[src/rtl/uart_rx_if.sv]
// ----------------------------------------------------------------------------
// uart_rx_if
// Purpose : bundles the serial-side inputs and the byte-side outputs of
//           uart_rx so the receiver and its environment share one handle.
// Signals :
//   baud_tick   - 16x oversample enable from baud_gen (one sys_clk wide)
//   rx          - raw serial line, idle high, asynchronous to sys_clk
//   rx_data     - last correctly framed byte, held between frames
//   rx_valid    - one-cycle strobe, rx_data has just been updated
//   framing_err - one-cycle strobe, stop bit sampled low
//   parity_err  - one-cycle strobe, parity mismatch (0 when parity is off)
//   busy        - receiver state machine is not idle
// Modports:
//   master - the environment: drives baud_tick/rx, observes the results
//   slave  - the receiver itself
// ----------------------------------------------------------------------------
interface uart_rx_if #(
    parameter int DATA_BITS = 8
);
    logic                 baud_tick;
    logic                 rx;
    logic [DATA_BITS-1:0] rx_data;
    logic                 rx_valid;
    logic                 framing_err;
    logic                 parity_err;
    logic                 busy;

    modport master (
        output baud_tick,
        output rx,
        input  rx_data,
        input  rx_valid,
        input  framing_err,
        input  parity_err,
        input  busy
    );

    modport slave (
        input  baud_tick,
        input  rx,
        output rx_data,
        output rx_valid,
        output framing_err,
        output parity_err,
        output busy
    );
endinterface

[src/rtl/uart_rx.sv]
// ----------------------------------------------------------------------------
// uart_rx
// Purpose : UART receiver fed by baud_gen's oversample enable. Recovers
//           LSB-first frames (start, DATA_BITS data, optional parity, one
//           stop bit) from the asynchronous rx line and presents each byte
//           as a one-cycle strobe. Everything runs in the sys_clk domain;
//           baud_tick is an enable, never a clock.
// Ports   :
//   sys_clk  - system clock, rising edge
//   reset_n  - asynchronous assert, active-low reset
//   bus      - uart_rx_if.slave: baud_tick, rx in; rx_data, rx_valid,
//              framing_err, parity_err, busy out
// Parameters:
//   DATA_BITS  - data bits per frame (5..9)
//   OVERSAMPLE - baud_tick pulses per bit period, even and >= 4
//   PARITY_ODD - parity sense when parity is enabled: 0 even, 1 odd
// Build option:
//   UART_RX_PARITY_EN - when defined a parity bit follows the data bits and
//                       parity_err is live; when undefined the parity state
//                       is removed and parity_err is tied low.
// ----------------------------------------------------------------------------
module uart_rx #(
    parameter int DATA_BITS  = 8,
    parameter int OVERSAMPLE = 16,
    parameter int PARITY_ODD = 0
) (
    input  logic     sys_clk,
    input  logic     reset_n,
    uart_rx_if.slave bus
);

    localparam int TCW = $clog2(OVERSAMPLE);
    localparam int BCW = $clog2(DATA_BITS + 1);

    // Tick count at which the start bit is judged (half a bit in) and at
    // which every later bit is sampled (a full bit after the previous one).
    localparam logic [TCW-1:0] TICK_HALF = TCW'(OVERSAMPLE / 2 - 1);
    localparam logic [TCW-1:0] TICK_LAST = TCW'(OVERSAMPLE - 1);
    localparam logic [BCW-1:0] BIT_LAST  = BCW'(DATA_BITS - 1);

    typedef enum logic [2:0] {
        S_IDLE,
        S_START,
        S_DATA,
`ifdef UART_RX_PARITY_EN
        S_PARITY,
`endif
        S_STOP,
        S_BREAK
    } state_t;

    state_t                r_state;
    state_t                w_state_nxt;

    logic                  r_sync1;
    logic                  r_sync2;
    logic                  w_rx_s;

    logic [TCW-1:0]        r_tick_cnt;
    logic [TCW-1:0]        w_tick_nxt;
    logic [BCW-1:0]        r_bit_cnt;
    logic [BCW-1:0]        w_bit_nxt;
    logic [DATA_BITS-1:0]  r_shift;
    logic [DATA_BITS-1:0]  w_shift_nxt;

    logic [DATA_BITS-1:0]  r_rx_data;
    logic [DATA_BITS-1:0]  w_data_nxt;
    logic                  r_rx_valid;
    logic                  w_valid_nxt;
    logic                  r_framing_err;
    logic                  w_ferr_nxt;
    logic                  w_mid_bit;

`ifdef UART_RX_PARITY_EN
    localparam logic PAR_SENSE = (PARITY_ODD != 0);

    logic                  r_parity_err;
    logic                  w_perr_nxt;
    logic                  r_par_bad;
    logic                  w_par_bad_nxt;
`else
    logic                  w_unused_par;
    assign w_unused_par = (PARITY_ODD != 0);
`endif

    // The receiver only ever looks at the twice-registered copy of rx.
    assign w_rx_s    = r_sync2;
    assign w_mid_bit = (r_tick_cnt == TICK_LAST);

    // State register, synchronizer and all datapath registers.
    always_ff @(posedge sys_clk or negedge reset_n) begin
        if (!reset_n) begin
            r_state       <= S_IDLE;
            r_sync1       <= 1'b1;
            r_sync2       <= 1'b1;
            r_tick_cnt    <= '0;
            r_bit_cnt     <= '0;
            r_shift       <= '0;
            r_rx_data     <= '0;
            r_rx_valid    <= 1'b0;
            r_framing_err <= 1'b0;
`ifdef UART_RX_PARITY_EN
            r_parity_err  <= 1'b0;
            r_par_bad     <= 1'b0;
`endif
        end else begin
            r_sync1       <= bus.rx;
            r_sync2       <= r_sync1;
            r_state       <= w_state_nxt;
            r_tick_cnt    <= w_tick_nxt;
            r_bit_cnt     <= w_bit_nxt;
            r_shift       <= w_shift_nxt;
            r_rx_data     <= w_data_nxt;
            r_rx_valid    <= w_valid_nxt;
            r_framing_err <= w_ferr_nxt;
`ifdef UART_RX_PARITY_EN
            r_parity_err  <= w_perr_nxt;
            r_par_bad     <= w_par_bad_nxt;
`endif
        end
    end

    // Next-state and datapath logic. Nothing moves except on baud_tick; the
    // strobes default low every cycle so each one lasts a single sys_clk.
    always_comb begin
        w_state_nxt   = r_state;
        w_tick_nxt    = r_tick_cnt;
        w_bit_nxt     = r_bit_cnt;
        w_shift_nxt   = r_shift;
        w_data_nxt    = r_rx_data;
        w_valid_nxt   = 1'b0;
        w_ferr_nxt    = 1'b0;
`ifdef UART_RX_PARITY_EN
        w_perr_nxt    = 1'b0;
        w_par_bad_nxt = r_par_bad;
`endif

        if (bus.baud_tick) begin
            unique case (r_state)
                S_IDLE: begin
                    if (!w_rx_s) begin
                        w_state_nxt = S_START;
                        w_tick_nxt  = '0;
                    end
                end

                // A start bit that is no longer low half a bit in was noise.
                S_START: begin
                    if (r_tick_cnt == TICK_HALF) begin
                        w_tick_nxt = '0;
                        if (!w_rx_s) begin
                            w_state_nxt   = S_DATA;
                            w_bit_nxt     = '0;
`ifdef UART_RX_PARITY_EN
                            w_par_bad_nxt = 1'b0;
`endif
                        end else begin
                            w_state_nxt = S_IDLE;
                        end
                    end else begin
                        w_tick_nxt = r_tick_cnt + TCW'(1);
                    end
                end

                // Line order is LSB first, so shifting in at the MSB leaves
                // bit 0 at position 0 once all bits have arrived.
                S_DATA: begin
                    if (w_mid_bit) begin
                        w_shift_nxt = {w_rx_s, r_shift[DATA_BITS-1:1]};
                        w_tick_nxt  = '0;
                        w_bit_nxt   = r_bit_cnt + BCW'(1);
                        if (r_bit_cnt == BIT_LAST) begin
`ifdef UART_RX_PARITY_EN
                            w_state_nxt = S_PARITY;
`else
                            w_state_nxt = S_STOP;
`endif
                        end
                    end else begin
                        w_tick_nxt = r_tick_cnt + TCW'(1);
                    end
                end

`ifdef UART_RX_PARITY_EN
                // The mismatch is only remembered here; it is reported (or
                // overridden by a framing error) once the stop bit is seen.
                S_PARITY: begin
                    if (w_mid_bit) begin
                        w_par_bad_nxt = w_rx_s ^ (^r_shift) ^ PAR_SENSE;
                        w_tick_nxt    = '0;
                        w_state_nxt   = S_STOP;
                    end else begin
                        w_tick_nxt = r_tick_cnt + TCW'(1);
                    end
                end
`endif

                S_STOP: begin
                    if (w_mid_bit) begin
                        w_tick_nxt = '0;
                        if (w_rx_s) begin
                            w_state_nxt = S_IDLE;
`ifdef UART_RX_PARITY_EN
                            if (r_par_bad) begin
                                w_perr_nxt = 1'b1;
                            end else begin
                                w_data_nxt  = r_shift;
                                w_valid_nxt = 1'b1;
                            end
`else
                            w_data_nxt  = r_shift;
                            w_valid_nxt = 1'b1;
`endif
                        end else begin
                            w_ferr_nxt  = 1'b1;
                            w_state_nxt = S_BREAK;
                        end
                    end else begin
                        w_tick_nxt = r_tick_cnt + TCW'(1);
                    end
                end

                // Park here while the line is held low so a break yields a
                // single framing error rather than a stream of bogus frames.
                S_BREAK: begin
                    if (w_rx_s) begin
                        w_state_nxt = S_IDLE;
                    end
                end

                default: begin
                    w_state_nxt = S_IDLE;
                    w_tick_nxt  = '0;
                end
            endcase
        end
    end

    assign bus.rx_data     = r_rx_data;
    assign bus.rx_valid    = r_rx_valid;
    assign bus.framing_err = r_framing_err;
    assign bus.busy        = (r_state != S_IDLE);
`ifdef UART_RX_PARITY_EN
    assign bus.parity_err  = r_parity_err;
`else
    assign bus.parity_err  = 1'b0;
`endif

endmodule

[src/flat_wrapper.sv]
// flat-port wrapper written by rule: the top's interface ports become plain ports
module uart_rx_flat 
#(
    parameter int DATA_BITS  = 8,
    parameter int OVERSAMPLE = 16,
    parameter int PARITY_ODD = 0
)
  (sys_clk, reset_n, bus_baud_tick, bus_rx, bus_rx_data, bus_rx_valid, bus_framing_err, bus_parity_err, bus_busy);
  uart_rx_if #(.DATA_BITS(DATA_BITS)) bus_i ();
  input  logic sys_clk;
  input  logic reset_n;
  input wire logic [$bits(bus_i.baud_tick)-1:0] bus_baud_tick;
  input wire logic [$bits(bus_i.rx)-1:0] bus_rx;
  output wire logic [$bits(bus_i.rx_data)-1:0] bus_rx_data;
  output wire logic [$bits(bus_i.rx_valid)-1:0] bus_rx_valid;
  output wire logic [$bits(bus_i.framing_err)-1:0] bus_framing_err;
  output wire logic [$bits(bus_i.parity_err)-1:0] bus_parity_err;
  output wire logic [$bits(bus_i.busy)-1:0] bus_busy;
  assign bus_i.baud_tick = bus_baud_tick;
  assign bus_i.rx = bus_rx;
  assign bus_rx_data = bus_i.rx_data;
  assign bus_rx_valid = bus_i.rx_valid;
  assign bus_framing_err = bus_i.framing_err;
  assign bus_parity_err = bus_i.parity_err;
  assign bus_busy = bus_i.busy;
  uart_rx #(.DATA_BITS(DATA_BITS), .OVERSAMPLE(OVERSAMPLE), .PARITY_ODD(PARITY_ODD)) u_core (.sys_clk(sys_clk), .reset_n(reset_n), .bus(bus_i));
endmodule
[config.mk]
export PLATFORM = sky130hd
export DESIGN_NAME = uart_rx_flat
export DESIGN_NICKNAME = d
export VERILOG_FILES = /design/src/rtl/uart_rx_if.sv /design/src/rtl/uart_rx.sv /design/src/flat_wrapper.sv
export SDC_FILE = /design/constraint.sdc
export NUM_CORES = 1
export LEC_CHECK = 0
export ABC_AREA = 1
export CAP_MARGIN = 30
export CORE_AREA = 5 5 56 58
export CTS_BUF_LIST = sky130_fd_sc_hd__clkbuf_4
export CTS_CLUSTER_DIAMETER = 50
export DETAILED_ROUTE_END_ITERATION = 8
export DIE_AREA = 0 0 61 63
export GPL_ROUTABILITY_DRIVEN = 0
export PLACE_DENSITY_LB_ADDON = 0.08
export SLEW_MARGIN = 20
export SYNTH_ARGS = -nofsm -noshare
export SYNTH_HDL_FRONTEND = slang
export SYNTH_SLANG_ARGS = --single-unit
export TNS_END_PERCENT = 10
[constraint.sdc]
create_clock -name sys_clk -period 4.07 [get_ports sys_clk]
set_input_delay 0.814 -clock sys_clk [delete_from_list [all_inputs] [get_ports sys_clk]]
set_output_delay 0.814 -clock sys_clk [all_outputs]
set_load 0.01 [all_outputs]
# After elaboration in Yosys (flattened, before gate mapping)
# Cells that the tools add are included.
dict set report totals {
  elab_cells 59
  mem_bits_ro 0
  mem_bits_rw 0
  output_inout_bits 12
  mem_count 0
  reg_bits 31
  latchBits 0
  input_bits 4
}
dict set report classes {
  bitwise_logic 1
  div_mod_pow 0
  n_reduce_logical 9
  add_sub_neg 2
  muxes 24
  n_mul 0
  n_eq_ne 14
  shifts 0
  order_cmp 0
}
# cell count
set op_table {}
lappend op_table {{3-bit two-way mux} 7}
lappend op_table {{4-bit two-way mux} 5}
lappend op_table {{4-bit one-hot mux with 4 select lines} 1}
lappend op_table {{3-bit one-hot mux with 5 select lines} 1}
lappend op_table {{2-bit by 1-bit != test with 1-bit output (second input constant)} 5}
lappend op_table {{4-bit by 1-bit adder with 4-bit output (second input constant)} 2}
lappend op_table {{4-bit by 3-bit == test with 1-bit output (second input constant)} 2}
lappend op_table {{1-bit two-way mux} 8}
lappend op_table {{4-bit one-hot mux with 2 select lines} 1}
lappend op_table {{7-bit AND reduction} 1}
lappend op_table {{3-bit by 2-bit == test with 1-bit output (second input constant)} 2}
lappend op_table {{3-bit AND reduction} 2}
lappend op_table {{5-bit AND reduction} 1}
lappend op_table {{4-bit == test (second input constant)} 1}
lappend op_table {{2-bit != test (second input constant)} 2}
lappend op_table {{4-bit AND reduction} 1}
lappend op_table {{3-bit by 1-bit == test with 1-bit output (second input constant)} 1}
lappend op_table {{3-bit == test (second input constant)} 1}
lappend op_table {{3-bit zero test} 1}
lappend op_table {{3-bit nonzero test} 1}
lappend op_table {{2-bit two-way mux} 1}
lappend op_table {{2-bit nonzero test} 1}
lappend op_table {{2-bit OR reduction} 1}
lappend op_table {{1-bit NOT} 1}

# Longest topological paths before layout
dict set report depth {
  word_depth 4
  mapped_depth 9
  mapped_depth_nobuf 9
}

# Worst setup path before layout
# OpenSTA, ideal clock, no wires.
dict set report synth_timing {
  path_type {reg2out}
  from {reg u_core.r_state[0]}
  to {out bus_busy}
  path_buffers 0
  path_slack_ns 2.551
  stages_incl_launch_ff 3
  required_time_ns 3.256
  arrival_ns 0.705
  cell_sequence {dfrtp_1 nor2_1 nand2_1}
}
dict set report synth_via {
  elab_chain_len 1
}
# element line_no
set synth_lines {}
lappend synth_lines {{from (decl)} uart_rx.sv:52} ;# state_t r_state;
lappend synth_lines {{from (signal assigned)} uart_rx.sv:109} ;# r_state <= w_state_nxt;
lappend synth_lines {{3-bit nonzero test} uart_rx.sv:242} ;# assign bus.busy = (r_state != S_IDLE);
lappend synth_lines {{to (decl)} flat_wrapper.sv:18} ;# output wire logic [$bits(bus_i.busy)-1:0] bus_busy;
# No other way between the ends.

# Final worst setup path
# Same ends and word-level chain as after synthesis.

==> results.json <==
{
  "placement_rows": 19,
  "worst_hold_endpoint": "u_core.r_sync2",
  "first_global_vias": 1040,
  "synth-seq-cells": 31,
  "critical_path.reg2reg.startpoint": "u_core.r_tick_cnt[0]",
  "vias_per_cell": 5.03,
  "number_of_sinks_driven_by_the_clock_tree": 31,
  "holdPathStages": 0,
  "dieHeight_um": 63,
  "maxCapViolCount": 0,
  "worst_hold_slack_across_all_endpoints_ns": 0.360,
  "route.antenna.remaining_nets": 0,
  "tns_ns": 0,
  "cts_inserted_buffers": 5,
  "rsz0062_at_grt": "no",
  "req_time_crit_path_ns": 3.26,
  "synth_simple_gate_area_frac": 0.276,
  "globalRouteMet1Util": 0.215,
  "final.period_utilization": 0.576,
  "timing.hold.worst.class": "reg2reg",
  "synthesis.area_per_instance_sq_um": 9.08,
  "detailedRoute.firstIterationViolations": 34,
  "most-common-layout-cells": "sky130_fd_sc_hd__nand2_1 (49), sky130_fd_sc_hd__dfrtp_1 (29), sky130_fd_sc_hd__inv_1 (15), sky130_fd_sc_hd__o21ai_2 (15), sky130_fd_sc_hd__clkdlybuf4s50_1 (14)",
  "syn_to_final_growth_pct": 15.3,
  "setup_viol": 0,
  "setup.worst_path.end_class": "output pin",
  "critPathMaxFanout": 6,
  "gr-max-usage-layer": "met2",
  "vdd_ir_drop_max_mv": 0.366,
  "setup_skew_ns": 0.00961,
  "synth_cells": 167,
  "synth.distinct_cells": 25,
  "htreeDepth": 2,
  "number_of_antenna_violations_at_the_first_check_in_global_routing": 0,
  "finalCriticalPeriod_ns": 2.34,
  "sequential_cell_area_sq_um": 778,
  "detailed_place_hpwl_um": 1870,
  "multiplexer_fraction_of_the_synthesized_cell_area": 0,
  "fmax_ghz": 0.427,
  "synth_compound_area_frac": 0.110,
  "initial_core_util": 0.580,
  "worst-r2r-setup-slack_ns": 2.45,
  "grt_start_max_net_pins": 32,
  "reg2regPathDepth": 6,
  "wirelength_um": 2540,
  "clk-insertion-delay-late_ns": 0.32,
  "grt_use_met3": 0.0372,
  "critPathArrivalTime_ns": 1.53,
  "multi_input_comb_area_sq_um": 641,
  "pwr_density_cell_nw_per_um2": 460,
  "clk_pin_slew_worst_paths_ns": 0.10,
  "via_count": 1096,
  "synth_area_sq_um": 1520,
  "drive_gt1_frac": 0.230,
  "final_max_slew_viol_count": 0,
  "die_area_sq_um": 3840,
  "p_leak_nw": 0.811,
  "groute.layer.met2.usage": 0.225,
  "post_cts_buffers": 0,
  "run_status": "finished clean",
  "startpoint_type": "register",
  "core_region_area_sq_um": 2620,
  "synth.yosys.warnings": 0,
  "globalRouteOverflowTotal": 0,
  "grt_pass1_wl_um": 4480,
  "cts_hold_buf": 0,
  "dr.pass1.iters": 4,
  "wire_per_inst_um": 11.7,
  "clock_tree.root_cell": "sky130_fd_sc_hd__clkbuf_4",
  "hold_vio_cnt_final": 0,
  "synth_top_area_cell": "sky130_fd_sc_hd__dfrtp_1",
  "synth_xor_xnor_area_share": 0.0173,
  "worst_reg2reg_endpoint": "u_core.r_bit_cnt[0]",
  "final_net_count": 192,
  "synth.top_cell.area_share": 0.479,
  "cts-resized-gates": 0,
  "synth_top_cells_by_area": "sky130_fd_sc_hd__dfrtp_1 (48%), sky130_fd_sc_hd__nand2_1 (12%), sky130_fd_sc_hd__o21ai_2 (8.7%)",
  "drc": 0,
  "synth-adder-area-share": 0.0165,
  "track_usage": 0.154,
  "antennaDiodeCount": 0,
  "floorplan.die.width_um": 61,
  "ys_seq_area_frac": 0.513,
  "setup_slack_ns": 1.73,
  "post_synth_net_total": 173,
  "setup.worst_path.class": "reg2out",
  "mostFrequentLayoutCell": "sky130_fd_sc_hd__nand2_1",
  "synth_top_family_by_area": "simple AND/OR/NAND/NOR gates",
  "place.port_buffers": 14,
  "clock_path_buffers": 2,
  "tritoncts_clock_tree": "done",
  "nFillCells": 235,
  "dp_worst_setup_slack_ns": 1.76,
  "top_level_ports": 16,
  "holdCritStartpoint": "u_core.r_sync1"
}
-- registers in the layout, summed over array words and instances, names as in the netlist --
register                cells
u_core.r_bit_cnt            4
u_core.r_sync1              1
u_core.r_sync2              1
u_core.r_state              3
u_core.bus.rx_data          8
u_core.r_tick_cnt           4
u_core.bus.rx_valid         1
u_core.r_shift              8
u_core.bus.framing_err      1
-- cell families after synthesis --
family | count (synthesis)
AND/OR/NAND/NOR | 87
buffers and inverters | 21
adder cells (fa/ha/maj) | 2
XOR/XNOR | 3
flip-flops | 31
AO/OA/AOI/OAI | 22
other | 1
-- cells in the mapped netlist --
master	number
sky130_fd_sc_hd__nand3_4	1
sky130_fd_sc_hd__nand2_2	8
sky130_fd_sc_hd__buf_4	1
sky130_fd_sc_hd__xnor2_1	1
sky130_fd_sc_hd__nand3_2	1
sky130_fd_sc_hd__o21ai_1	2
sky130_fd_sc_hd__or2_0	1
sky130_fd_sc_hd__xor2_1	2
sky130_fd_sc_hd__ha_1	2
sky130_fd_sc_hd__nand3b_1	1
sky130_fd_sc_hd__inv_1	15
sky130_fd_sc_hd__nor4_1	1
sky130_fd_sc_hd__buf_6	2
sky130_fd_sc_hd__nor2_2	2
sky130_fd_sc_hd__nor2_4	3
sky130_fd_sc_hd__dfstp_2	2
sky130_fd_sc_hd__a21oi_1	3
sky130_fd_sc_hd__nand2_1	49
sky130_fd_sc_hd__dfrtp_1	29
sky130_fd_sc_hd__o21ai_0	2
sky130_fd_sc_hd__conb_1	1
sky130_fd_sc_hd__nand3_1	13
sky130_fd_sc_hd__nor2_1	7
sky130_fd_sc_hd__o21ai_2	15
sky130_fd_sc_hd__inv_2	3
-- through the flow --
step | util | cell area (sq um) | total power, W | instances
finish | 0.669 | 1750 | 0.000805 | 218
global route | 0.669 | 1750 | 0.000856 | 218
CTS | 0.669 | 1750 | 0.000813 | 218
detailed placement | 0.640 | 1670 | 0.000580 | 210
global placement | 0.640 | 1670 | 0.000573 | 210
floorplan | - | 1520 | 0.000523 | 167
-- where the power goes --
| part | internal (W) | switching, W |
|---|---|---|
| sequential | 0.000331 | 0.0000337 |
| clock | 0.000126 | 0.000105 |
| combinational | 0.0000736 | 0.000135 |
-- layer usage --
layer / share of wire / wire [um]
met2: 0.47 / 1200
met5: 0 / 0
met3: 0.038 / 96
met4: 0.0067 / 17
met1: 0.48 / 1230
-- worst max path at each step --
| stage | from | end | slack, ns | depth (start not counted) |
|---|---|---|---|---|
| finish | u_core.r_state[0] | bus_busy | 1.73 | 3 |
| floorplan | u_core.r_state[0] | bus_busy | 2.55 | 2 |
| global placement | bus_baud_tick | u_core.r_bit_cnt[0] | 1.82 | 6 |
| global route | u_core.r_state[0] | bus_busy | 1.63 | 3 |
| CTS | u_core.r_state[0] | bus_busy | 1.70 | 3 |
| detailed placement | bus_baud_tick | u_core.r_bit_cnt[0] | 1.76 | 6 |
-- cell type report --
type                            count  share of cell area
Tap cell                           31              0.0222
Multi-Input combinational cell    115               0.366
Sequential cell                    31               0.445
Clock buffer                        5              0.0215
Inverter                           18              0.0386
Timing Repair Buffer               15              0.0844
Clock inverter                      3              0.0222
-- worst max-delay path: stages, from the launching register on --
cell	delay (ns)
sky130_fd_sc_hd__dfrtp_1	0.47
sky130_fd_sc_hd__nor2_1	0.20
sky130_fd_sc_hd__nand2_1	0.07
sky130_fd_sc_hd__clkdlybuf4s50_1	0.47
Note: power is estimated with default switching activity, not from simulation.
